==> config.mk <==
export PLATFORM = sky130hd
export DESIGN_NAME = pipe_ctrl
export DESIGN_NICKNAME = d
export VERILOG_FILES = /design/src/rtl/cpu_pkg.sv /design/src/rtl/creg_file.sv /design/src/rtl/pipe_ctrl.sv
export SDC_FILE = /design/constraint.sdc
export NUM_CORES = 1
export LEC_CHECK = 0
export CORE_MARGIN = 8
export CORE_UTILIZATION = 41
export DETAILED_ROUTE_END_ITERATION = 7
export PLACE_DENSITY = 0.78
export SLEW_MARGIN = 20
export SYNTH_ARGS = -nofsm -noshare
export SYNTH_HDL_FRONTEND = slang
export SYNTH_HIERARCHICAL = 1
export SYNTH_SLANG_ARGS = --single-unit
==> constraint.sdc <==
create_clock -name clk -period 2.4 [get_ports clk]
set_input_delay 0.36 -clock clk [delete_from_list [all_inputs] [get_ports clk]]
set_output_delay 0.36 -clock clk [all_outputs]
set_load 0.05 [all_outputs]
==> src/rtl/cpu_pkg.sv <==
// Shared CPU pipeline-control types: control ops, exception codes,
// control-register addresses and the pipe_ctrl FSM state.
package cpu_pkg;

  localparam int unsigned PC_W    = 30;
  localparam int unsigned DATA_W  = 32;
  localparam int unsigned CREG_AW = 5;
  localparam int unsigned IRQ_W   = 8;
  localparam int unsigned EXP_W   = 3;

  typedef enum logic [1:0] {
    CTRL_NOP  = 2'd0,
    CTRL_WRCR = 2'd1,
    CTRL_EXRT = 2'd2
  } ctrl_op_e;

  typedef enum logic [EXP_W-1:0] {
    EXP_NONE = 3'd0,
    EXP_INT  = 3'd1,
    EXP_PRIV = 3'd2
  } exp_code_e;

  localparam logic [CREG_AW-1:0] CREG_STATUS     = 5'd0;
  localparam logic [CREG_AW-1:0] CREG_PRE_STATUS = 5'd1;
  localparam logic [CREG_AW-1:0] CREG_EPC        = 5'd2;
  localparam logic [CREG_AW-1:0] CREG_EXP_VECTOR = 5'd3;
  localparam logic [CREG_AW-1:0] CREG_CAUSE      = 5'd4;
  localparam logic [CREG_AW-1:0] CREG_INT_MASK   = 5'd5;

  typedef struct packed {
    logic int_en;
    logic exe_mode;
  } status_t;

  typedef enum logic {
    ST_RUN     = 1'b0,
    ST_RECOVER = 1'b1
  } pipe_ctrl_state_t;

endpackage

==> src/rtl/creg_file.sv <==
// Control register file with combinational read, WRCR writes and trap/EXRT updates.
// INT_MASK exists only when PIPE_CTRL_IRQ_EN is defined; otherwise it reads 0.
module creg_file
  import cpu_pkg::*;
(
  input  logic               clk,
  input  logic               rst,
  input  logic [CREG_AW-1:0] rd_addr,
  output logic [DATA_W-1:0]  rd_data,
  input  logic               wr_en,
  input  logic [CREG_AW-1:0] wr_addr,
  input  logic [DATA_W-1:0]  wr_data,
  input  logic               trap_en,
  input  logic [EXP_W-1:0]   trap_code,
  input  logic [PC_W-1:0]    trap_pc,
  input  logic               exrt_en,
  output status_t            status,
  output logic [PC_W-1:0]    epc,
  output logic [PC_W-1:0]    exp_vector,
  output logic [IRQ_W-1:0]   int_mask
);

  status_t          pre_status;
  logic [EXP_W-1:0] cause;

  // Trap beats EXRT beats WRCR; the controller never raises two at once.
  always_ff @(posedge clk or posedge rst) begin
    if (rst) begin
      status     <= '0;
      pre_status <= '0;
      epc        <= '0;
      exp_vector <= '0;
      cause      <= '0;
    end else if (trap_en) begin
      epc        <= trap_pc;
      pre_status <= status;
      status     <= '0;
      cause      <= trap_code;
    end else if (exrt_en) begin
      status <= pre_status;
    end else if (wr_en) begin
      case (wr_addr)
        CREG_STATUS:     status     <= status_t'(wr_data[1:0]);
        CREG_PRE_STATUS: pre_status <= status_t'(wr_data[1:0]);
        CREG_EPC:        epc        <= wr_data[PC_W-1:0];
        CREG_EXP_VECTOR: exp_vector <= wr_data[PC_W-1:0];
        CREG_CAUSE:      cause      <= wr_data[EXP_W-1:0];
        default: ;
      endcase
    end
  end

`ifdef PIPE_CTRL_IRQ_EN
  always_ff @(posedge clk or posedge rst) begin
    if (rst) begin
      int_mask <= 8'hFF;
    end else if (wr_en && !trap_en && !exrt_en && (wr_addr == CREG_INT_MASK)) begin
      int_mask <= wr_data[IRQ_W-1:0];
    end
  end
`else
  assign int_mask = '0;
`endif

  logic unused_wr_bits;
  assign unused_wr_bits = ^wr_data[DATA_W-1:PC_W];

  // No write bypass: reads always see the pre-edge register contents.
  always_comb begin
    rd_data = '0;
    case (rd_addr)
      CREG_STATUS:     rd_data = DATA_W'(status);
      CREG_PRE_STATUS: rd_data = DATA_W'(pre_status);
      CREG_EPC:        rd_data = DATA_W'(epc);
      CREG_EXP_VECTOR: rd_data = DATA_W'(exp_vector);
      CREG_CAUSE:      rd_data = DATA_W'(cause);
      CREG_INT_MASK:   rd_data = DATA_W'(int_mask);
      default: ;
    endcase
  end

endmodule

==> src/rtl/pipe_ctrl.sv <==
// Pipeline controller: stall/flush generation, trap/EXRT FSM and new_pc select.
// Interrupt support is enabled by defining PIPE_CTRL_IRQ_EN.
module pipe_ctrl
  import cpu_pkg::*;
(
  input  logic               clk,
  input  logic               rst,
  input  logic               if_busy,
  input  logic               mem_busy,
  input  logic               ld_hazard,
  input  logic               mem_en,
  input  logic [PC_W-1:0]    mem_pc,
  input  logic [1:0]         mem_ctrl_op,
  input  logic [EXP_W-1:0]   mem_exp_code,
  input  logic [CREG_AW-1:0] mem_dst_addr,
  input  logic [DATA_W-1:0]  mem_wr_data,
  input  logic [CREG_AW-1:0] creg_rd_addr,
  input  logic [IRQ_W-1:0]   irq,
  output logic [DATA_W-1:0]  creg_rd_data,
  output logic               exe_mode,
  output logic               int_detect,
  output logic [PC_W-1:0]    new_pc,
  output logic               if_stall,
  output logic               id_stall,
  output logic               ex_stall,
  output logic               mem_stall,
  output logic               if_flush,
  output logic               id_flush,
  output logic               ex_flush,
  output logic               mem_flush
);

  pipe_ctrl_state_t state_q, state_d;
  status_t          status;
  logic [PC_W-1:0]  epc;
  logic [PC_W-1:0]  exp_vector;
  logic [IRQ_W-1:0] int_mask;
  logic             stall;
  logic             flush_all;
  logic             trap_en;
  logic             exrt_en;
  logic             wr_en;
  logic [EXP_W-1:0] trap_code;
  ctrl_op_e         op;

  assign stall    = if_busy | mem_busy;
  assign op       = ctrl_op_e'(mem_ctrl_op);
  assign exe_mode = status.exe_mode;

`ifdef PIPE_CTRL_IRQ_EN
  assign int_detect = status.int_en & (|(irq & ~int_mask));
`else
  assign int_detect = 1'b0;
  logic unused_irq;
  assign unused_irq = ^{irq, int_mask, status.int_en};
`endif

  always_ff @(posedge clk or posedge rst) begin
    if (rst) state_q <= ST_RUN;
    else     state_q <= state_d;
  end

  // Only a non-stalled RUN cycle may act; RECOVER just burns one live cycle.
  always_comb begin
    state_d   = state_q;
    flush_all = 1'b0;
    trap_en   = 1'b0;
    exrt_en   = 1'b0;
    wr_en     = 1'b0;
    trap_code = EXP_NONE;
    new_pc    = '0;
    if (!stall && !rst) begin
      case (state_q)
        ST_RUN: begin
          if (mem_en) begin
            if (mem_exp_code != EXP_NONE) begin
              trap_en   = 1'b1;
              trap_code = mem_exp_code;
            end else if (int_detect) begin
              trap_en   = 1'b1;
              trap_code = EXP_INT;
            end else if (op == CTRL_EXRT) begin
              exrt_en = 1'b1;
            end else if (op == CTRL_WRCR) begin
              if ((mem_dst_addr == CREG_STATUS) && status.exe_mode) begin
                trap_en   = 1'b1;
                trap_code = EXP_PRIV;
              end else begin
                wr_en = 1'b1;
              end
            end
          end
        end
        ST_RECOVER: state_d = ST_RUN;
      endcase
    end
    if (trap_en) begin
      flush_all = 1'b1;
      new_pc    = exp_vector;
      state_d   = ST_RECOVER;
    end else if (exrt_en) begin
      flush_all = 1'b1;
      new_pc    = epc;
      state_d   = ST_RECOVER;
    end
  end

  // A redirect wins over a load-use bubble so the new PC can be fetched.
  assign if_stall  = stall | (ld_hazard & ~flush_all);
  assign id_stall  = stall;
  assign ex_stall  = stall;
  assign mem_stall = stall;
  assign if_flush  = flush_all;
  assign id_flush  = flush_all | (ld_hazard & ~stall & ~rst);
  assign ex_flush  = flush_all;
  assign mem_flush = flush_all;

  creg_file u_creg_file (
    .clk        (clk),
    .rst        (rst),
    .rd_addr    (creg_rd_addr),
    .rd_data    (creg_rd_data),
    .wr_en      (wr_en),
    .wr_addr    (mem_dst_addr),
    .wr_data    (mem_wr_data),
    .trap_en    (trap_en),
    .trap_code  (trap_code),
    .trap_pc    (mem_pc),
    .exrt_en    (exrt_en),
    .status     (status),
    .epc        (epc),
    .exp_vector (exp_vector),
    .int_mask   (int_mask)
  );

endmodule

# --- Word-level counts from Yosys, hierarchy flattened ---
# Index checks and enable logic that the tools add are counted.
totals:
  out_inout_bits: 72
  in_bits: 91
  memories: 0
  mem_bits_ro: 0
  ff_bits: 68
  ram_bits: 0
  latchBits: 0
op_classes:
  magnitude_cmp: 0
  add_sub_neg: 0
  bitwise_logic: 11
  n_mux: 50
  n_shift: 0
  n_reduce_logical: 19
  mul: 0
  n_eq_ne: 11
  n_div: 0
op_table:
  columns: ["operator", "count"]
  rows:
  - ["30-bit two-way mux", 6]
  - ["30-bit case mux with 5 select lines", 1]
  - ["1-bit two-way mux", 24]
  - ["3-bit two-way mux", 8]
  - ["2-bit two-way mux", 11]
  - ["5-bit by 2-bit equality test with 1-bit output, second input constant", 4]
  - ["3-bit nonzero test", 4]
  - ["5-bit by 1-bit equality test with 1-bit output, second input constant", 2]
  - ["5-bit by 3-bit equality test with 1-bit output, second input constant", 2]
  - ["5-bit zero test", 2]
  - ["3-bit AND reduction", 3]
  - ["2-bit nonzero test", 4]
  - ["1-bit inverter", 5]
  - ["4-bit AND reduction", 1]
  - ["1-bit AND", 3]
  - ["1-bit OR", 3]
  - ["2-bit by 1-bit equality test with 1-bit output, second input constant", 1]
  - ["2-bit equality test, second input constant", 1]
  - ["1-bit logical AND", 2]
  - ["1-bit zero test", 2]
  - ["2-bit != test, second input constant", 1]
  - ["2-bit AND reduction", 1]

# --- Depth between registers and ports, before layout ---
depth:
  depth_word: 13
  ltp_mapped: 10
  mapped_depth_nobuf: 6

# --- Modules after synthesis ---
# Netlist, hierarchy kept.
modules_own_cells:
  columns: ["mod", "seq_area_each_um2", "cells_per_inst", "n_inst", "area_per_inst_um2"]
  rows:
  - ["creg_file", 1676.6, 353, 1, 3689.8]
  - ["pipe_ctrl", 25.0, 76, 1, 666.9]

# --- Worst setup path before layout ---
# Ideal clock, no wire load.
synth_path:
  kind: "in2reg"
  startpoint: "input mem_dst_addr[1]"
  endpoint: "register u_creg_file.exp_vector[0]"
  required_ns: 2.272
  path_slack_ns: -0.281
  setup_time_ns: 0.128
  n_path_buf: 3
  t_arrival_ns: 2.553
  stages: 9
  path_cell_list: "or4_4 -> o31ai_4 -> buf_6 -> and2_1 -> clkbuf_1 -> nor4bb_1 -> nand2_1 -> buf_2 -> mux2_1"
synth_between:
  elab_chain_cells: 11
  word_cells_on_any_way: 19
synth_lines:
  columns: ["item", "line_no", "source"]
  rows:
  - ["start: declaration", "pipe_ctrl.sv:15", "input logic [CREG_AW-1:0] mem_dst_addr,"]
  - ["5-bit zero test", "pipe_ctrl.sv:85", "if ((mem_dst_addr == CREG_STATUS) && status.exe_mode) begin"]
  - ["1-bit logical AND", "pipe_ctrl.sv:85", null]
  - ["1-bit two-way mux", "pipe_ctrl.sv:85", null]
  - ["1-bit two-way mux", "pipe_ctrl.sv:84", "end else if (op == CTRL_WRCR) begin"]
  - ["1-bit two-way mux", "pipe_ctrl.sv:82", "end else if (op == CTRL_EXRT) begin"]
  - ["1-bit two-way mux", "pipe_ctrl.sv:76", "if (mem_exp_code != EXP_NONE) begin"]
  - ["1-bit two-way mux", "pipe_ctrl.sv:75", "if (mem_en) begin"]
  - ["1-bit two-way mux", "pipe_ctrl.sv:73", "case (state_q)"]
  - ["1-bit two-way mux", "pipe_ctrl.sv:72", "if (!stall && !rst) begin"]
  - ["named net trap_en", "pipe_ctrl.sv:40", "logic trap_en;"]
  - ["1-bit inverter (no line)", null, null]
  - ["4-bit AND reduction (no line)", null, null]
  - ["end signal: assignment", "creg_file.sv:46", "CREG_EXP_VECTOR: exp_vector <= wr_data[PC_W-1:0];"]
  - ["end: declaration", "creg_file.sv:19", "output logic [PC_W-1:0] exp_vector,"]
# The timed path passes the listed nets, and every way through them passes these cells.
# A chain may end at the register's enable or synchronous reset.

# --- Final worst setup path ---
layout_path:
  startpoint: "input mem_dst_addr[0]"
  endpoint: "output new_pc[29]"
layout_between:
  elab_chain_cells: 10
layout_lines:
  columns: ["item", "line_no", "source"]
  rows:
  - ["5-bit zero test", "pipe_ctrl.sv:85", null]
  - ["1-bit logical AND", "pipe_ctrl.sv:85", null]
  - ["1-bit two-way mux", "pipe_ctrl.sv:85", null]
  - ["1-bit two-way mux", "pipe_ctrl.sv:84", null]
  - ["1-bit two-way mux", "pipe_ctrl.sv:82", null]
  - ["1-bit two-way mux", "pipe_ctrl.sv:76", null]
  - ["1-bit two-way mux", "pipe_ctrl.sv:75", null]
  - ["1-bit two-way mux", "pipe_ctrl.sv:73", null]
  - ["1-bit two-way mux", "pipe_ctrl.sv:72", null]
  - ["30-bit two-way mux", "pipe_ctrl.sv:97", "if (trap_en) begin"]
  - ["end: declaration", "pipe_ctrl.sv:22", "output logic [PC_W-1:0] new_pc,"]
# Every way passes these cells.

==> results.sh <==
export IMPL_num_vias=4664
export IMPL_p_leak_nw=3.51
export IMPL_rsz0062_at_grt="true"
export IMPL_ys_warn_count=6
export IMPL_min_period_over_period=1.00
export IMPL_grt_pass1_vias=5103
export IMPL_criticalPathCategory="primary input to output pin"
export IMPL_firstDrtPassIters=5
export IMPL_ios=163
export IMPL_grt_pass1_wl_um=28300
export IMPL_post_route_cells_drive_above_1_share=0.440
export IMPL_grt_antenna_before_repair=0
export IMPL_final_cell_mix="79 x buf_12, 67 x dfrtp_1, 64 x clkdlybuf4s50_1, 50 x buf_4"
export IMPL_hold_violations=0
export IMPL_status="completed"
export IMPL_gr_total_overflow=0
export IMPL_maxCapViolCount=0
export IMPL_fin_nets=698
export IMPL_io_buffers=149
export IMPL_critPathMaxFanout=5
export IMPL_path_cells="buf_6 -> or4_4 -> o31ai_4 -> buf_6 -> buf_12 -> buf_12 -> a32o_2 -> buf_12"
export IMPL_cts_hold_buf=0
export IMPL_setup_viol=0
export IMPL_power_density_nw_per_um2=401
export IMPL_setup_ws_ns=0.00113
export IMPL_die_area_um2=14000
export IMPL_finalCriticalPeriod_ns=2.40
export IMPL_drc=0
export IMPL_numClockSinks=68
export IMPL_synthCells=421
export IMPL_start_util=0.420
export IMPL_grt_usage=0.251
export IMPL_critPathLaunchType="primary input"
export IMPL_dpl_worst_slack_ns=-0.395
export IMPL_ctsLongestPathBuffers=2
export IMPL_syn_area_um2=4300
export IMPL_n_antenna_cell=0
export IMPL_cp_end_kind="output pin"
export IMPL_hpwl_um=11200
export IMPL_slowest_delay_ns=0.56
export IMPL_clock_latency_ns=0.34
export IMPL_grt_max_degree=68
export IMPL_hp_class="primary input to asynchronous set/reset pin"
export IMPL_crit_slowest_cell="or4_4"
export IMPL_ant_nets=0
export IMPL_cp_arrival_ns=2.04
export IMPL_final_common_cell="buf_12"
export IMPL_root_buffer="clkbuf_8"
export IMPL_fp_dieH_um=118
export IMPL_crit_top_cell="buf_12"
export IMPL_stdcell_count=748
export IMPL_whs_ns=0.0700
export IMPL_row_count=37
export IMPL_placed_cells=699
export IMPL_drt_iter0_drc=389
export IMPL_fmax_mhz=417
export IMPL_die_w_um=118
export IMPL_finalClockSkew_ns=0.00891
export IMPL_wire_per_inst_um=24.4
export IMPL_gp_congestion=0.858
export IMPL_fillers=613
export IMPL_drt_wl_total_um=18300
export IMPL_htreeDepth=3
export IMPL_ir_drop_uv=320
export IMPL_clk_pin_slew_ns=0.08
export IMPL_cts_tree="done"
export IMPL_total_power_mw=3.12
export IMPL_syn_avg_cell_area_um2=10.2
export IMPL_vias_per_cell=6.24
export IMPL_core_area_um2=10200
export IMPL_slew_viol_final=0
export IMPL_area_delta_synth_final_pct=81.0
export IMPL_crit_required_ns=2.04
export IMPL_cts_buffers=9
==> worst max-delay path: cells and delay by family <==
kind	cells	cell delay [ns]
compound gates	2	0.47
simple gates	1	0.56
buf+inv	5	0.63
==> metrics by stage <==
step | cell area [um2] | util | setup TNS [ns]
finish | 7780 | 0.760 | 0
global route | 7780 | 0.760 | -0.302
CTS | 7680 | 0.751 | -0.687
detailed placement | 6830 | 0.667 | -32.87
global placement | 6830 | 0.667 | -26.93
floorplan | 4380 | - | -1.66
==> power by group <==
part	total [mW]	internal, mW	switching (mW)
sequential	1.49	1.33	0.168
combinational	0.796	0.398	0.398
clock	0.831	0.373	0.458
==> state kept, by name, indices dropped and copies added, names as in the netlist <==
register / count
state_q: 1
u_creg_file/cause: 3
u_creg_file/epc: 30
u_creg_file/exp_vector: 30
u_creg_file/pre_status: 2
u_creg_file/status: 2
==> per-layer routing <==
layer	global-route usage	share of wire	routed length [um]	vias to the layer above
li1	-	-	-	2014
met1	0.282	0.37	6850	2290
met2	0.440	0.51	9370	295
met3	0.0490	0.068	1240	65
met4	0.136	0.045	828	0
met5	0	0	0	-
==> path summary, 6_finish.rpt <==
check | startpoint | to | slack, ns | cells past startpoint
max reg2reg | state_q | u_creg_file/epc[11] | 0.07 | 7
min in group clk | u_creg_file/exp_vector[6] | u_creg_file/exp_vector[6] | 0.54 | 1
max | mem_dst_addr[0] | new_pc[29] | 0.001 | 8
min reg2reg | u_creg_file/exp_vector[6] | u_creg_file/exp_vector[6] | 0.54 | 1
max in group asynchronous | rst | u_creg_file/status[0] | 1.80 | 4
min | rst | state_q | 0.07 | 3
==> what timing repair did <==
item / CTS / global route
setup endpoints to repair: 66 / 100
hold endpoints to repair: 0 / 0
gates cloned: 8 / 0
resized for setup: 89 / 27
buffers inserted: 17 / 11
pin swaps: 30 / 8
==> layout make-up <==
class,instances,area (um2),area share
timing repair buffer,228,3070,0.395
clock buffer,10,128,0.0164
tap,136,170,0.0219
inverter,7,26.3,0.00338
clock inverter,6,41.3,0.00531
multi-input combinational,293,2640,0.339
sequential,68,1700,0.219
Power figures use the tool's default switching activity.
==> RTL edit 1 (same flow settings) <==
Set the package constant `IRQ_W` to 10 (it was 8).
--- a/src/rtl/cpu_pkg.sv
+++ b/src/rtl/cpu_pkg.sv
@@ -6,5 +6,5 @@
   localparam int unsigned DATA_W  = 32;
   localparam int unsigned CREG_AW = 5;
-  localparam int unsigned IRQ_W   = 8;
+  localparam int unsigned IRQ_W   = 10;
   localparam int unsigned EXP_W   = 3;
 
Interface: changed (resized irq); port bits go from 163 to 165. The function was not compared with the original's and may differ.
==> RTL edit 1 against the original RTL <==
The flow now finishes with violations (setup timing). Setup slack worse by 0.12 ns. Power grew 4.7%. Clock skew rose by 0.0039 ns. Area after synthesis did not move. Wire length grew 8.4%. Final area grew 2.3%. Sequential cell count is the same. Critical endpoint is now u_creg_file/epc[29]$_DFFE_PP0P_. Largest cell class unchanged.
==> RTL edit 1: results (changes against the original RTL) <==
Layout
  – Multi-input combinational area share: 0.3317 (-0.007148)
  – Clk cell area share: 0.02312 (+0.001399)
  – NonClk Buf Share: 0.4065 (+0.01124)
  – Largest regs: u_creg_file/epc: 30 flops, u_creg_file/exp_vector: 30 flops, u_creg_file/cause: 3 flops
  – Fin nets: 707 (+1.3%)
  – Share of layout cells above drive strength 1: 0.4491 (+0.009569)
  – Antenna cells: 0 (unchanged)
  – Logic inverters: 7 (unchanged)
  – Syn-to-layout area delta: 85.18%
  – Non-CTS buffers: 235 (+3.1%)
  – Fin area: 0.007956 mm^2 (+2.3%)
  – Fillers: 590 (-3.8%)
  – Max-area cell class: buffers
  – Register cell area after layout: 0.001703 mm^2 (unchanged)
  – Clk_buf instances: 11 (+1)
  – Count of multi-input gates: 293 (unchanged)

Clock network
  – CTS root buffer: clkbuf_8
  – Worst-path clk slew: 0.07 ns
  – Postcts setup bufs: 25 (+8)
  – Resize count post-CTS: 84 (-5.6%)
  – H-tree levels: 3 (unchanged)
  – Worst skew pair latency: 0.35 ns
  – Max clock buf depth: 2 (unchanged)

Global route
  – Largest net degree at the start of global routing: 68 (unchanged)
  – Number of global-route vias before repair: 5,003 (-2.0%)
  – GR Util All Layers: 0.2528 (+0.002095)
  – Antenna violations before repair: 0 (unchanged)
  – First-pass GRT wire length: 28.52 mm (+0.95%)

STA
  – Final setup fails: 13 (+13)
  – Skew final: 0.01282 ns (+0.003913 ns)
  – Setup TNS Final: -0.5718 ns (-0.5718 ns)
  – Final setup margin: -0.1229 ns (-0.1240 ns)
  – WHS: 0.05676 ns (-0.01325 ns)

Setup path
  – Max stage delay on crit path: 0.55 ns
  – R2R cell count: 8 (+1)
  – Arrival time worst endpoint: 2.73 ns (+0.69 ns)
  – Crit path max-delay family: simple AND/OR/NAND/NOR gates
  – Slowest cell on the critical path: or4b_4
  – CP Launch Point: state_q$_DFFE_PP0P_
  – CP max FO: 21 (+16)
  – Crit path capture: u_creg_file/epc[29]$_DFFE_PP0P_

Placed design
  – Post-DP Area: 0.006829 mm^2 (unchanged)
  – Final HPWL DP: 11.13 mm (-0.61%)
  – Post-Place Worst Slack: -0.3816 ns (+0.01300 ns)
  – Placed insts: 699 (unchanged)
  – Final GP Congestion: 0.8577 (about the same)

Pwr
  – P_leak: 3.594 nW (+2.4%)
  – Sw Share: 0.3223 (-0.005633)
  – Max rail drop VDD: 281.3 uV (-12%)

Status
  – Failing checks: setup timing
  – Status: complete, but fails checks

Detailed routing
  – WL final: 19.82 mm (+8.4%)
  – Vias per inst: 6.421 (+3.0%)
  – Routed len/inst: 26.25 um (+7.4%)
  – Drt pass-1 iters: 6 (+1)
  – DRT iter0 DRCs: 538 (+38%)

Synthesis
  – Syn Area/Cell: 10.21 um^2 (unchanged)
  – Synth Warn #: 6 (unchanged)
RTL edit 1: cell count changes in the layout (fill, tap and decap cells not counted), moves of 4 or more:
cell	delta
o21ai_0	-11
clkbuf_16	+4
mux2_4	+4
mux2_1	-4
buf_12	+5
o21ai_1	+11
RTL edit 1: routing by layer:
metal / vias to the layer above / global-route usage / routed length [um]
met5: - / 0 / 0
met1: 2397 / 0.3003 / 7267
met3: 68 / 0.05331 / 1801
met2: 352 / 0.4373 / 9926
met4: 0 / 0.1020 / 824
li1: 2031 / - / -
RTL edit 1: power by group through the flow:
stage,Combinational [W],Clock [W],Sequential (W)
2_1_floorplan,0.000375,0,0.00144
3_3_place_gp,0.000670,0,0.00147
3_5_place_dp,0.000700,0,0.00149
4_1_cts,0.000768,0.000929,0.00148
5_1_grt,0.000877,0.000988,0.00152
6_report,0.000828,0.000941,0.00150
==> RTL edit 2 (config.mk and constraints unchanged) <==
Without the edit above. Add a define of `PIPE_CTRL_IRQ_EN`.
--- a/src/rtl/creg_file.sv
+++ b/src/rtl/creg_file.sv
@@ -1,4 +1,6 @@
 // Control register file with combinational read, WRCR writes and trap/EXRT updates.
 // INT_MASK exists only when PIPE_CTRL_IRQ_EN is defined; otherwise it reads 0.
+`define PIPE_CTRL_IRQ_EN
+
 module creg_file
   import cpu_pkg::*;
Behaviour: not the same (a bounded check fails within 4 cycles, from zero or initial values and one cycle with rst high).
==> RTL edit 2 against the original RTL <==
The flow now finishes with violations (setup timing). Sequential cell count grew 8. Wire length increased by 25%. Power is 23% higher. Area after synthesis is 13% higher. Sequential power rose by 4%. Worst hold slack improved by 0.27 ns. Register-to-register slack worse by 0.39 ns. Final area grew 20%. Setup slack lost 0.37 ns. Critical path type is now reg2out. Largest power group unchanged.
==> RTL edit 2: results (changes against the original RTL) <==
Status
  – Status: complete, but fails checks
  – Failing checks: setup timing

Clock network
  – CTS root buffer: clkbuf_16
  – Worst-path clk slew: 0.06 ns (-0.02 ns)

STA
  – Final setup fails: 112 (+112)
  – Final setup margin: -0.3699 ns (-0.3710 ns)
  – WHS: 0.3448 ns (+0.2748 ns)

Setup path
  – R2R cell count: 9 (+2)
  – Slowest cell on the critical path: dfstp_2
  – Crit path capture: new_pc[18]
  – CP max FO: 8 (+3)
  – FF-to-FF End: u_creg_file/exp_vector[6]$_DFFE_PP0P_
  – CP Launch Point: u_creg_file/int_mask[2]$_DFFE_PP1P_

Placed design
  – Port Buffers: 158 (+6.0%)
  – Post-DP Area: 0.007560 mm^2 (+11%)
  – Final HPWL DP: 12.69 mm (+13%)
  – Post-Place Worst Slack: -0.6101 ns (-0.2155 ns)
  – Placed insts: 800 (+14%)

Pwr
  – P_leak: 3.647 nW (+3.9%)
  – Reg power frac: 0.406 (-0.073)
  – Cell Pwr Density: 410.1 mW/mm^2 (+2.2%)
  – Max rail drop VDD: 293.6 uV (-8.3%)

Layout
  – Fillers: 597 (-2.6%)
  – Largest regs: u_creg_file/epc: 30 flops, u_creg_file/exp_vector: 30 flops, u_creg_file/int_mask: 8 flops
  – Seq area share: 0.2050 (-0.01396)
  – NonClk Buf Share: 0.3487 (-0.04660)
  – Fin area: 0.009326 mm^2 (+20%)
  – Non-CTS buffers: 241 (+5.7%)
  – Clk cell area share: 0.03166 (+0.009943)
  – Clk_buf instances: 12 (+2)
  – Number of sequential cells: 76 (+12%)
  – Multi-input combinational cell area: 0.003628 mm^2 (+38%)

Global route
  – GR Util met3: 0.06766 (+0.01864)
  – Met1 usage: 0.2694 (-0.01270)
  – Largest net degree at the start of global routing: 76 (+12%)
  – Number of global-route vias before repair: 5,601 (+9.8%)

Detailed routing
  – WL final: 22.81 mm (+25%)
  – DRT iter0 DRCs: 519 (+33%)

Synthesis
  – Syn Area/Cell: 9.797 um^2 (-4.0%)
RTL edit 2: metal layers:
metal,vias to the layer above,wire (um)
li1,2293,-
met1,2674,8625
met2,370,11250
met3,88,1918
met4,0,1017
met5,-,0
RTL edit 2: timing repair:
item / CTS / global route
setup endpoints to repair: 119 / 139
cloned: 8 / 2
setup buffers: 10 / 15
pin swaps: 20 / 47
gates resized for setup: 78 / 148
RTL edit 2: logic make-up after synthesis:
family                 count (synthesis)
DFF                                   76
other                                  1
buffers and inverters                 67
AOI/OAI and AO/OA                    176
and+or+nand+nor                      131
muxes                                 43
RTL edit 2: worst reg2reg max path: stages (launching register included):
cell	delay (ns)
dfstp_2	0.56
o22ai_4	0.08
o41ai_4	0.44
buf_4	0.20
and3_4	0.25
nor2_4	0.06
and4bb_2	0.36
nand2_4	0.13
clkbuf_16	0.23
mux2_4	0.31
